File: src/rtl/qcs_dyn_pre_gen_rd_pkg.sv
// Shared types and default parameters for the dynamic preamble reader.
// Latency: n/a (types and constants only).
// Backpressure: n/a.
package qcs_dyn_pre_pkg;

  // Command sequencer states of the reader.
  typedef enum logic [1:0] {
    ST_IDLE  = 2'd0,
    ST_FETCH = 2'd1,
    ST_DRAIN = 2'd2,
    ST_FIN   = 2'd3
  } state_e;

  localparam int DW_DEF         = 16;
  localparam int RD_LAT_DEF     = 2;
  localparam int FIFO_DEPTH_DEF = 8;
  localparam int LEN_W_DEF      = 12;

endpackage

File: src/rtl/qcs_dyn_pre_gen_rd_if.sv
// Bundle of command, generator-read and downstream stream signals of the reader.
// Latency: n/a (wires only).
// Backpressure: out_ready is the only downstream stall input.
// Ports: command (start/num_samp/busy/done/ovf_err), generator read
//   (nhtp_re, data_*), downstream stream (out_valid/out_ready/out_*/out_last).
//   slave = reader block, master = command source + generator + sink.
interface qcs_dyn_pre_gen_rd_if #(
  parameter int DW    = qcs_dyn_pre_pkg::DW_DEF,
  parameter int LEN_W = qcs_dyn_pre_pkg::LEN_W_DEF
);
  logic             start;
  logic [LEN_W-1:0] num_samp;
  logic             busy;
  logic             done;
  logic             ovf_err;
  logic             nhtp_re;
  logic [DW-1:0]    data_i_0;
  logic [DW-1:0]    data_q_0;
  logic [DW-1:0]    data_i_1;
  logic [DW-1:0]    data_q_1;
  logic             out_valid;
  logic             out_ready;
  logic [DW-1:0]    out_i_0;
  logic [DW-1:0]    out_q_0;
  logic [DW-1:0]    out_i_1;
  logic [DW-1:0]    out_q_1;
  logic             out_last;

  modport slave (
    input  start, num_samp, data_i_0, data_q_0, data_i_1, data_q_1, out_ready,
    output busy, done, ovf_err, nhtp_re,
    output out_valid, out_i_0, out_q_0, out_i_1, out_q_1, out_last
  );

  modport master (
    output start, num_samp, data_i_0, data_q_0, data_i_1, data_q_1, out_ready,
    input  busy, done, ovf_err, nhtp_re,
    input  out_valid, out_i_0, out_q_0, out_i_1, out_q_1, out_last
  );

endinterface

File: src/rtl/qcs_dyn_pre_gen_rd_fifo.sv
// Synchronous show-ahead FIFO with occupancy count, full and empty flags.
// Latency: a push is visible at the head the cycle after it is written.
// Backpressure: push while full is dropped unless a pop happens the same cycle.
// Ports: clk, rst_n, push_i/push_dat_i, pop_i, head_dat_o, cnt_o, full_o, empty_o.
module qcs_dyn_pre_fifo #(
  parameter int W     = 64,
  parameter int DEPTH = 8
) (
  input  logic                     clk,
  input  logic                     rst_n,
  input  logic                     push_i,
  input  logic [W-1:0]             push_dat_i,
  input  logic                     pop_i,
  output logic [W-1:0]             head_dat_o,
  output logic [$clog2(DEPTH):0]   cnt_o,
  output logic                     full_o,
  output logic                     empty_o
);
  localparam int AW = $clog2(DEPTH);

  logic [W-1:0] mem_q [DEPTH];
  logic [AW:0]  wr_ptr_q, wr_ptr_d;
  logic [AW:0]  rd_ptr_q, rd_ptr_d;
  logic         do_push, do_pop;

  // Pointers carry one extra wrap bit so full and empty are distinguishable.
  assign cnt_o      = wr_ptr_q - rd_ptr_q;
  assign empty_o    = (wr_ptr_q == rd_ptr_q);
  assign full_o     = (cnt_o == (AW+1)'(DEPTH));
  assign head_dat_o = mem_q[rd_ptr_q[AW-1:0]];

  assign do_pop  = pop_i & ~empty_o;
  // A pop in the same cycle frees the slot, so push-at-full is accepted then.
  assign do_push = push_i & (~full_o | do_pop);

  assign wr_ptr_d = wr_ptr_q + (AW+1)'(do_push);
  assign rd_ptr_d = rd_ptr_q + (AW+1)'(do_pop);

  always_ff @(posedge clk) begin
    if (do_push) mem_q[wr_ptr_q[AW-1:0]] <= push_dat_i;
  end

  always_ff @(posedge clk or negedge rst_n) begin
    if (!rst_n) begin
      wr_ptr_q <= '0;
      rd_ptr_q <= '0;
    end else begin
      wr_ptr_q <= wr_ptr_d;
      rd_ptr_q <= rd_ptr_d;
    end
  end

endmodule

File: src/rtl/qcs_dyn_pre_gen_rd.sv
// Reader of the dynamic preamble generator: fetches num_samp I/Q samples and streams them out.
// Latency: first sample valid RD_LAT+2 cycles after start; then 1 sample/cycle.
// Backpressure: requests are credit-limited to free FIFO space, so out_ready low never loses data.
// Ports: clk, reset_n (async active-low), bus (slave side: command, generator read, out stream).
module qcs_dyn_pre_gen_rd
  import qcs_dyn_pre_pkg::*;
#(
  parameter int DW         = DW_DEF,
  parameter int RD_LAT     = RD_LAT_DEF,
  parameter int FIFO_DEPTH = FIFO_DEPTH_DEF,
  parameter int LEN_W      = LEN_W_DEF
) (
  input  logic                clk,
  input  logic                reset_n,
  qcs_dyn_pre_gen_rd_if.slave bus
);
  localparam int AW = $clog2(FIFO_DEPTH);
  localparam int W  = 4 * DW;

  state_e           state_q, state_d;
  logic [LEN_W-1:0] num_q, num_d;
  logic [LEN_W-1:0] req_cnt_q, req_cnt_d;
  logic [LEN_W-1:0] pop_cnt_q, pop_cnt_d;
  logic [RD_LAT-1:0] pipe_q, pipe_d;
  logic             ovf_q, ovf_d;
  logic [AW:0]      inflight, fifo_cnt;
  logic [AW+1:0]    credit_used;
  logic             can_req, req, cap, pop, last_pop;
  logic             fifo_full, fifo_empty;
  logic [W-1:0]     head_dat;

  qcs_dyn_pre_fifo #(.W(W), .DEPTH(FIFO_DEPTH)) u_fifo (
    .clk        (clk),
    .rst_n      (reset_n),
    .push_i     (cap),
    .push_dat_i ({bus.data_i_0, bus.data_q_0, bus.data_i_1, bus.data_q_1}),
    .pop_i      (pop),
    .head_dat_o (head_dat),
    .cnt_o      (fifo_cnt),
    .full_o     (fifo_full),
    .empty_o    (fifo_empty)
  );

  // Every outstanding request ends up in the FIFO, so requests in the pipe
  // plus FIFO occupancy is the credit in use.
  always_comb begin
    inflight = '0;
    for (int i = 0; i < RD_LAT; i++) inflight = inflight + (AW+1)'(pipe_q[i]);
  end
  assign credit_used = {1'b0, inflight} + {1'b0, fifo_cnt};
  assign can_req     = (credit_used < (AW+2)'(FIFO_DEPTH));

  // Tail of the latency pipe marks the cycle the generator's data is valid.
  assign cap = pipe_q[RD_LAT-1];
  always_comb begin
    pipe_d    = '0;
    pipe_d[0] = req;
    for (int i = 1; i < RD_LAT; i++) pipe_d[i] = pipe_q[i-1];
  end

  assign pop      = ~fifo_empty & bus.out_ready;
  assign last_pop = pop & (pop_cnt_q == num_q - LEN_W'(1));
  assign ovf_d    = ovf_q | (cap & fifo_full & ~pop);

  always_comb begin
    state_d   = state_q;
    num_d     = num_q;
    req_cnt_d = req_cnt_q;
    pop_cnt_d = pop_cnt_q;
    req       = 1'b0;
    if (pop) pop_cnt_d = pop_cnt_q + LEN_W'(1);
    unique case (state_q)
      ST_IDLE: begin
        if (bus.start) begin
          num_d     = bus.num_samp;
          req_cnt_d = '0;
          pop_cnt_d = '0;
          state_d   = (bus.num_samp == '0) ? ST_FIN : ST_FETCH;
        end
      end
      ST_FETCH: begin
        if (req_cnt_q == num_q) begin
          state_d = ST_DRAIN;
        end else if (can_req) begin
          req       = 1'b1;
          req_cnt_d = req_cnt_q + LEN_W'(1);
        end
      end
      ST_DRAIN: begin
        if (last_pop) state_d = ST_FIN;
      end
      ST_FIN: begin
        state_d = ST_IDLE;
      end
      default: state_d = ST_IDLE;
    endcase
  end

  always_ff @(posedge clk or negedge reset_n) begin
    if (!reset_n) begin
      state_q   <= ST_IDLE;
      num_q     <= '0;
      req_cnt_q <= '0;
      pop_cnt_q <= '0;
      pipe_q    <= '0;
      ovf_q     <= 1'b0;
    end else begin
      state_q   <= state_d;
      num_q     <= num_d;
      req_cnt_q <= req_cnt_d;
      pop_cnt_q <= pop_cnt_d;
      pipe_q    <= pipe_d;
      ovf_q     <= ovf_d;
    end
  end

  assign bus.nhtp_re   = req;
  assign bus.busy      = (state_q != ST_IDLE);
  assign bus.done      = (state_q == ST_FIN);
  assign bus.ovf_err   = ovf_q;
  assign bus.out_valid = ~fifo_empty;
  // Data forced to zero when nothing is valid so stale FIFO contents never leak.
  assign {bus.out_i_0, bus.out_q_0, bus.out_i_1, bus.out_q_1} = fifo_empty ? '0 : head_dat;
  assign bus.out_last  = ~fifo_empty & (pop_cnt_q == num_q - LEN_W'(1));

endmodule

File: src/flat_wrapper.sv
// flat-port wrapper written by rule: the top's interface ports become plain ports
module qcs_dyn_pre_gen_rd_flat import qcs_dyn_pre_pkg::*;
#(
  parameter int DW         = DW_DEF,
  parameter int RD_LAT     = RD_LAT_DEF,
  parameter int FIFO_DEPTH = FIFO_DEPTH_DEF,
  parameter int LEN_W      = LEN_W_DEF
)
  (clk, reset_n, bus_start, bus_num_samp, bus_data_i_0, bus_data_q_0, bus_data_i_1, bus_data_q_1, bus_out_ready, bus_busy, bus_done, bus_ovf_err, bus_nhtp_re, bus_out_valid, bus_out_i_0, bus_out_q_0, bus_out_i_1, bus_out_q_1, bus_out_last);
  qcs_dyn_pre_gen_rd_if #(.DW(DW), .LEN_W(LEN_W)) bus_i ();
  input  logic clk;
  input  logic reset_n;
  input wire logic [$bits(bus_i.start)-1:0] bus_start;
  input wire logic [$bits(bus_i.num_samp)-1:0] bus_num_samp;
  input wire logic [$bits(bus_i.data_i_0)-1:0] bus_data_i_0;
  input wire logic [$bits(bus_i.data_q_0)-1:0] bus_data_q_0;
  input wire logic [$bits(bus_i.data_i_1)-1:0] bus_data_i_1;
  input wire logic [$bits(bus_i.data_q_1)-1:0] bus_data_q_1;
  input wire logic [$bits(bus_i.out_ready)-1:0] bus_out_ready;
  output wire logic [$bits(bus_i.busy)-1:0] bus_busy;
  output wire logic [$bits(bus_i.done)-1:0] bus_done;
  output wire logic [$bits(bus_i.ovf_err)-1:0] bus_ovf_err;
  output wire logic [$bits(bus_i.nhtp_re)-1:0] bus_nhtp_re;
  output wire logic [$bits(bus_i.out_valid)-1:0] bus_out_valid;
  output wire logic [$bits(bus_i.out_i_0)-1:0] bus_out_i_0;
  output wire logic [$bits(bus_i.out_q_0)-1:0] bus_out_q_0;
  output wire logic [$bits(bus_i.out_i_1)-1:0] bus_out_i_1;
  output wire logic [$bits(bus_i.out_q_1)-1:0] bus_out_q_1;
  output wire logic [$bits(bus_i.out_last)-1:0] bus_out_last;
  assign bus_i.start = bus_start;
  assign bus_i.num_samp = bus_num_samp;
  assign bus_i.data_i_0 = bus_data_i_0;
  assign bus_i.data_q_0 = bus_data_q_0;
  assign bus_i.data_i_1 = bus_data_i_1;
  assign bus_i.data_q_1 = bus_data_q_1;
  assign bus_i.out_ready = bus_out_ready;
  assign bus_busy = bus_i.busy;
  assign bus_done = bus_i.done;
  assign bus_ovf_err = bus_i.ovf_err;
  assign bus_nhtp_re = bus_i.nhtp_re;
  assign bus_out_valid = bus_i.out_valid;
  assign bus_out_i_0 = bus_i.out_i_0;
  assign bus_out_q_0 = bus_i.out_q_0;
  assign bus_out_i_1 = bus_i.out_i_1;
  assign bus_out_q_1 = bus_i.out_q_1;
  assign bus_out_last = bus_i.out_last;
  qcs_dyn_pre_gen_rd #(.DW(DW), .RD_LAT(RD_LAT), .FIFO_DEPTH(FIFO_DEPTH), .LEN_W(LEN_W)) u_core (.clk(clk), .reset_n(reset_n), .bus(bus_i));
endmodule
File: config.mk
export PLATFORM = sky130hd
export DESIGN_NAME = qcs_dyn_pre_gen_rd_flat
export DESIGN_NICKNAME = d
export VERILOG_FILES = /design/src/rtl/qcs_dyn_pre_gen_rd_pkg.sv /design/src/rtl/qcs_dyn_pre_gen_rd_if.sv /design/src/rtl/qcs_dyn_pre_gen_rd_fifo.sv /design/src/rtl/qcs_dyn_pre_gen_rd.sv /design/src/flat_wrapper.sv
export SDC_FILE = /design/constraint.sdc
export NUM_CORES = 1
export LEC_CHECK = 0
export ABC_AREA = 0
export ABC_CLOCK_PERIOD_IN_PS = 10100
export CORE_ASPECT_RATIO = 2
export CORE_MARGIN = 3
export CORE_UTILIZATION = 46
export DETAILED_ROUTE_END_ITERATION = 12
export GPL_TIMING_DRIVEN = 1
export SETUP_SLACK_MARGIN = 0.3
export SYNTH_ARGS = -nofsm -noshare
export SYNTH_HDL_FRONTEND = slang
export SYNTH_HIERARCHICAL = 1
export SYNTH_SLANG_ARGS = --single-unit
File: constraint.sdc
create_clock -name clk -period 10.1 [get_ports clk]
set_input_delay 2.525 -clock clk [delete_from_list [all_inputs] [get_ports clk]]
set_output_delay 2.525 -clock clk [all_outputs]
set_load 0.02 [all_outputs]
==> run_results.csv <==
group,metric,value,unit
sta,fin_tns_setup,0,ns
global_routing,antenna_found_initial,4,
route,post_drt_wl_per_cell,23.5,um
clock_network,clk_latency,0.59,ns
yosys,synth_top_cell_area_share,67.5,%
cells_and_area,final_area,0.0265,mm^2
pwr,p_per_area,165,mW/mm^2
clock_network,cts.path.max_buffers,3,
route,first_iter_violations,688,
place,place_hpwl,28000,um
sta,rsz0062_at_grt,"false",
route,num_vias,11800,
hold_path,holdPathStages,0,
cells_and_area,layout_commonest_cell,"edfxtp_1",
clock_network,clkSlewWorstSetupHoldPaths,0.07,ns
setup_path,crit_path_max_fanout,67,
floorplanning,start_util,46.8,%
yosys,synth_edf_count,512,
floorplanning,fp.dieW,163,um
cells_and_area,fin_nets,1551,
floorplanning,ioPinCount,150,
yosys,yosysWarnings,6,
sta,worstMarginPinSlew,1.04,ns
setup_path,endpoint_kind,"primary output",
floorplanning,core.rowCount,114,
yosys,async_flop_share,8.73,%
setup_path,path_class,"flop to primary output",
yosys,postSynthCellCount,1294,
place,gp_congestion,0.807,
cells_and_area,layout-drive-gt1-share,16.4,%
route,via_per_inst,5.53,
yosys,ys.flop_type,"edfxtp_1",
cells_and_area,area.growth.synth_to_final,16.5,%
clock_network,clock-sinks,561,
global_routing,grt_pass1_wl,77000,um
global_routing,grt_max_degree,68,
global_routing,grt_overflow,0,
pwr,vdd_drop_max,137,uV
outcome,status,"finished, final reports clean",
hold_path,min_path_type,"flop to flop",
clock_network,post_cts_buffers,0,
yosys,synth_seq_area_share,72.9,%
cells_and_area,nFillCells,3867,
pwr,combinationalPowerShare,1.3,%
pwr,p_clk_share,40.7,%
sta,min_period_over_period,68.7,%
setup_path,reg2reg_depth,13,
yosys,synth_area_per_cell,17.6,um^2
yosys,synth-seq-cells,561,
route,drt_pass1_iterations,4,
place,dpl_cell_area,0.0250,mm^2
clock_network,numCtsBuffers,49,
setup_path,start_kind,"flop",
sta,finalSetupViolCount,0,
flow_run,cap_violations,0,
clock_network,cts_tree,"done",
setup_path,critPathArrivalTime,4.41,ns
floorplanning,dieArea,0.0524,mm^2
sta,min_period,6.94,ns
route,routed_wl,50200,um
setup_path,rrSetupSlack,4.67,ns
route,drc_errors,0,
yosys,syn-num-nets,1390,
yosys,yosysTopAreaCell,"edfxtp_1",
floorplanning,core,0.0486,mm^2
sta,relSlewSlack,30.8,%
clock_network,postCtsHoldBufs,0,
pwr,p_seq_share,57.9,%
global_routing,grt_pass1_vias,12800,
hold_path,hold_path_end,"u_core/pipe_q[1]$_DFF_PN0_",
yosys,netlist_area,0.0228,mm^2
setup_path,r2r_start,"u_core/u_fifo/rd_ptr_q[2]$_DFF_PN0_",
setup_path,r2r-end,"u_core/u_fifo/mem_q[7][56]$_DFFE_PP_",
route,detail-route-antenna-nets,0,
pwr,p_leak,8.85,nW
clock_network,htreeDepth,2,
cells_and_area,final_cell_mix,"edfxtp_1, nand2_1, clkdlybuf4s50_1, mux4_2, nor2b_1",
sta,hold_viol,0,
setup_path,cp.required,7.58,ns
yosys,synth_area_leaders,"edfxtp_1, mux4_2, dfrtp_1",
hold_path,min_from,"u_core/pipe_q[0]$_DFF_PN0_",
yosys,synth.distinct_cells,56,
pwr,p_sw_share,19.6,%
floorplanning,dieHeight,321,um
global_routing,grt_usage,19.7,%
pwr,p_int,3.51,mW
sta,finClkSkew,0.0254,ns
clock_network,cts_resized,0,
sta,max_freq,144,MHz
sta,slew_violations,0,
clock_network,cts_root_buffer,"clkbuf_16",
pwr,switchingPower,855,uW
place,portBuffers,149,
==> cell families after synthesis <==
group | Yosys count | synth area share (%)
AND/OR/NAND/NOR | 415 | 8.57
adder cells (fa/ha/maj) | 16 | 0.912
multiplexers | 131 | 12.8
AO/OA/AOI/OAI | 42 | 1.38
flip-flops | 561 | 72.9
XOR/XNOR | 47 | 1.81
buffers and inverters | 82 | 1.68
==> metal layers <==
| layer | routed length (um) | global-route usage [%] | vias to the layer above | part of all wire, % |
|---|---|---|---|---|
| met5 | 14 | 0 | - | 0.028 |
| met3 | 2100 | 3.04 | 91 | 4.2 |
| met4 | 1810 | 7.53 | 4 | 3.6 |
| met1 | 19300 | 23.8 | 6173 | 38 |
| li1 | - | - | 5277 | - |
| met2 | 27000 | 35.3 | 254 | 54 |
==> worst max path at each step <==
stage                                        start  slack [ns]  cells after the start                                   to
2_1_floorplan                        bus_out_ready       -0.21                      5  u_core/u_fifo/mem_q[0][0]$_DFFE_PP_
3_3_place_gp   u_core/u_fifo/rd_ptr_q[2]$_DFF_PN0_        3.76                      9                         bus_out_last
3_5_place_dp   u_core/u_fifo/rd_ptr_q[2]$_DFF_PN0_        3.67                      9                         bus_out_last
4_1_cts        u_core/u_fifo/rd_ptr_q[2]$_DFF_PN0_        3.04                      9                         bus_out_last
5_1_grt        u_core/u_fifo/rd_ptr_q[2]$_DFF_PN0_        2.87                      9                         bus_out_last
6_report       u_core/u_fifo/rd_ptr_q[2]$_DFF_PN0_        3.16                      9                         bus_out_last
==> power groups by stage <==
stage / Sequential (mW) / Combinational, mW / Clock (mW)
after floorplan: 2.58 / 0.000372 / 0
after global routing: 2.53 / 0.0654 / 1.92
after CTS: 2.53 / 0.0598 / 1.83
after global placement: 2.58 / 0.0566 / 0
final: 2.53 / 0.0586 / 1.78
after detailed placement: 2.58 / 0.0595 / 0
==> sequential cells by signal (all words and copies together), names as in the netlist <==
name and flops:
u_core/u_fifo/rd_ptr_q 4, u_core/num_q 12, u_core/pop_cnt_q 12, u_core/u_fifo/wr_ptr_q 4, u_core/u_fifo/mem_q 512, u_core/state_q 2, u_core/bus.ovf_err 1, u_core/req_cnt_q 12
u_core/pipe_q 2
==> layout make-up <==
cell class | instances | area (um^2) | area share [%]
diodes | 1 | 2.50 | 0.00943
clock buffers | 60 | 1270 | 4.78
clock inverters | 30 | 245 | 0.924
inverters | 19 | 71.3 | 0.269
multi-input cells | 651 | 5870 | 22.1
flip-flops and latches | 561 | 16600 | 62.6
well taps | 638 | 798 | 3.01
repair buffers | 173 | 1670 | 6.28
==> per-stage QoR <==
step | power, mW | hold WS [ns] | utilization (%) | setup WS [ns] | std cells
global placement | 2.64 | 0.374 | 51.4 | 3.76 | 2042
detailed placement | 2.64 | 0.371 | 51.4 | 3.67 | 2042
finish | 4.37 | 0.396 | 54.6 | 3.16 | 2133
floorplan | 2.58 | 0.360 | - | -0.214 | 1294
CTS | 4.42 | 0.397 | 54.6 | 3.04 | 2132
global route | 4.52 | 0.405 | 54.6 | 2.87 | 2132
==> cells in the mapped netlist (2+ instances only) <==
master    instances
a211oi_1          3
a21o_1            2
a21oi_1          13
a31o_1            3
a31oi_1           3
a41o_1            3
and2_1            3
and3_1            7
and4_1            2
buf_1             9
buf_2            15
buf_4            13
clkbuf_1         25
dfrtp_1          49
edfxtp_1        512
ha_1             15
inv_1            18
mux2i_1           2
mux4_2          128
nand2_1         248
nand2b_1          4
nand3_1           9
nand3b_1          3
nand4_1          11
nor2_1           28
nor2b_1          69
nor3_1            5
nor3b_1           4
nor4_1            9
nor4b_1           4
o21ai_0           3
o21ai_1           2
or3_1             2
xnor2_1          28
xor2_1           19
==> critical path, cell delays in order, from the launching register on <==
cell	delay, ns
dfrtp_2	0.34
buf_4	0.79
inv_2	0.07
ha_1	0.39
nand3_1	0.16
nor2_4	0.59
buf_4	0.61
inv_1	0.15
and3_1	0.18
clkdlybuf4s50_1	0.53
Power figures use the tool's default switching activity.
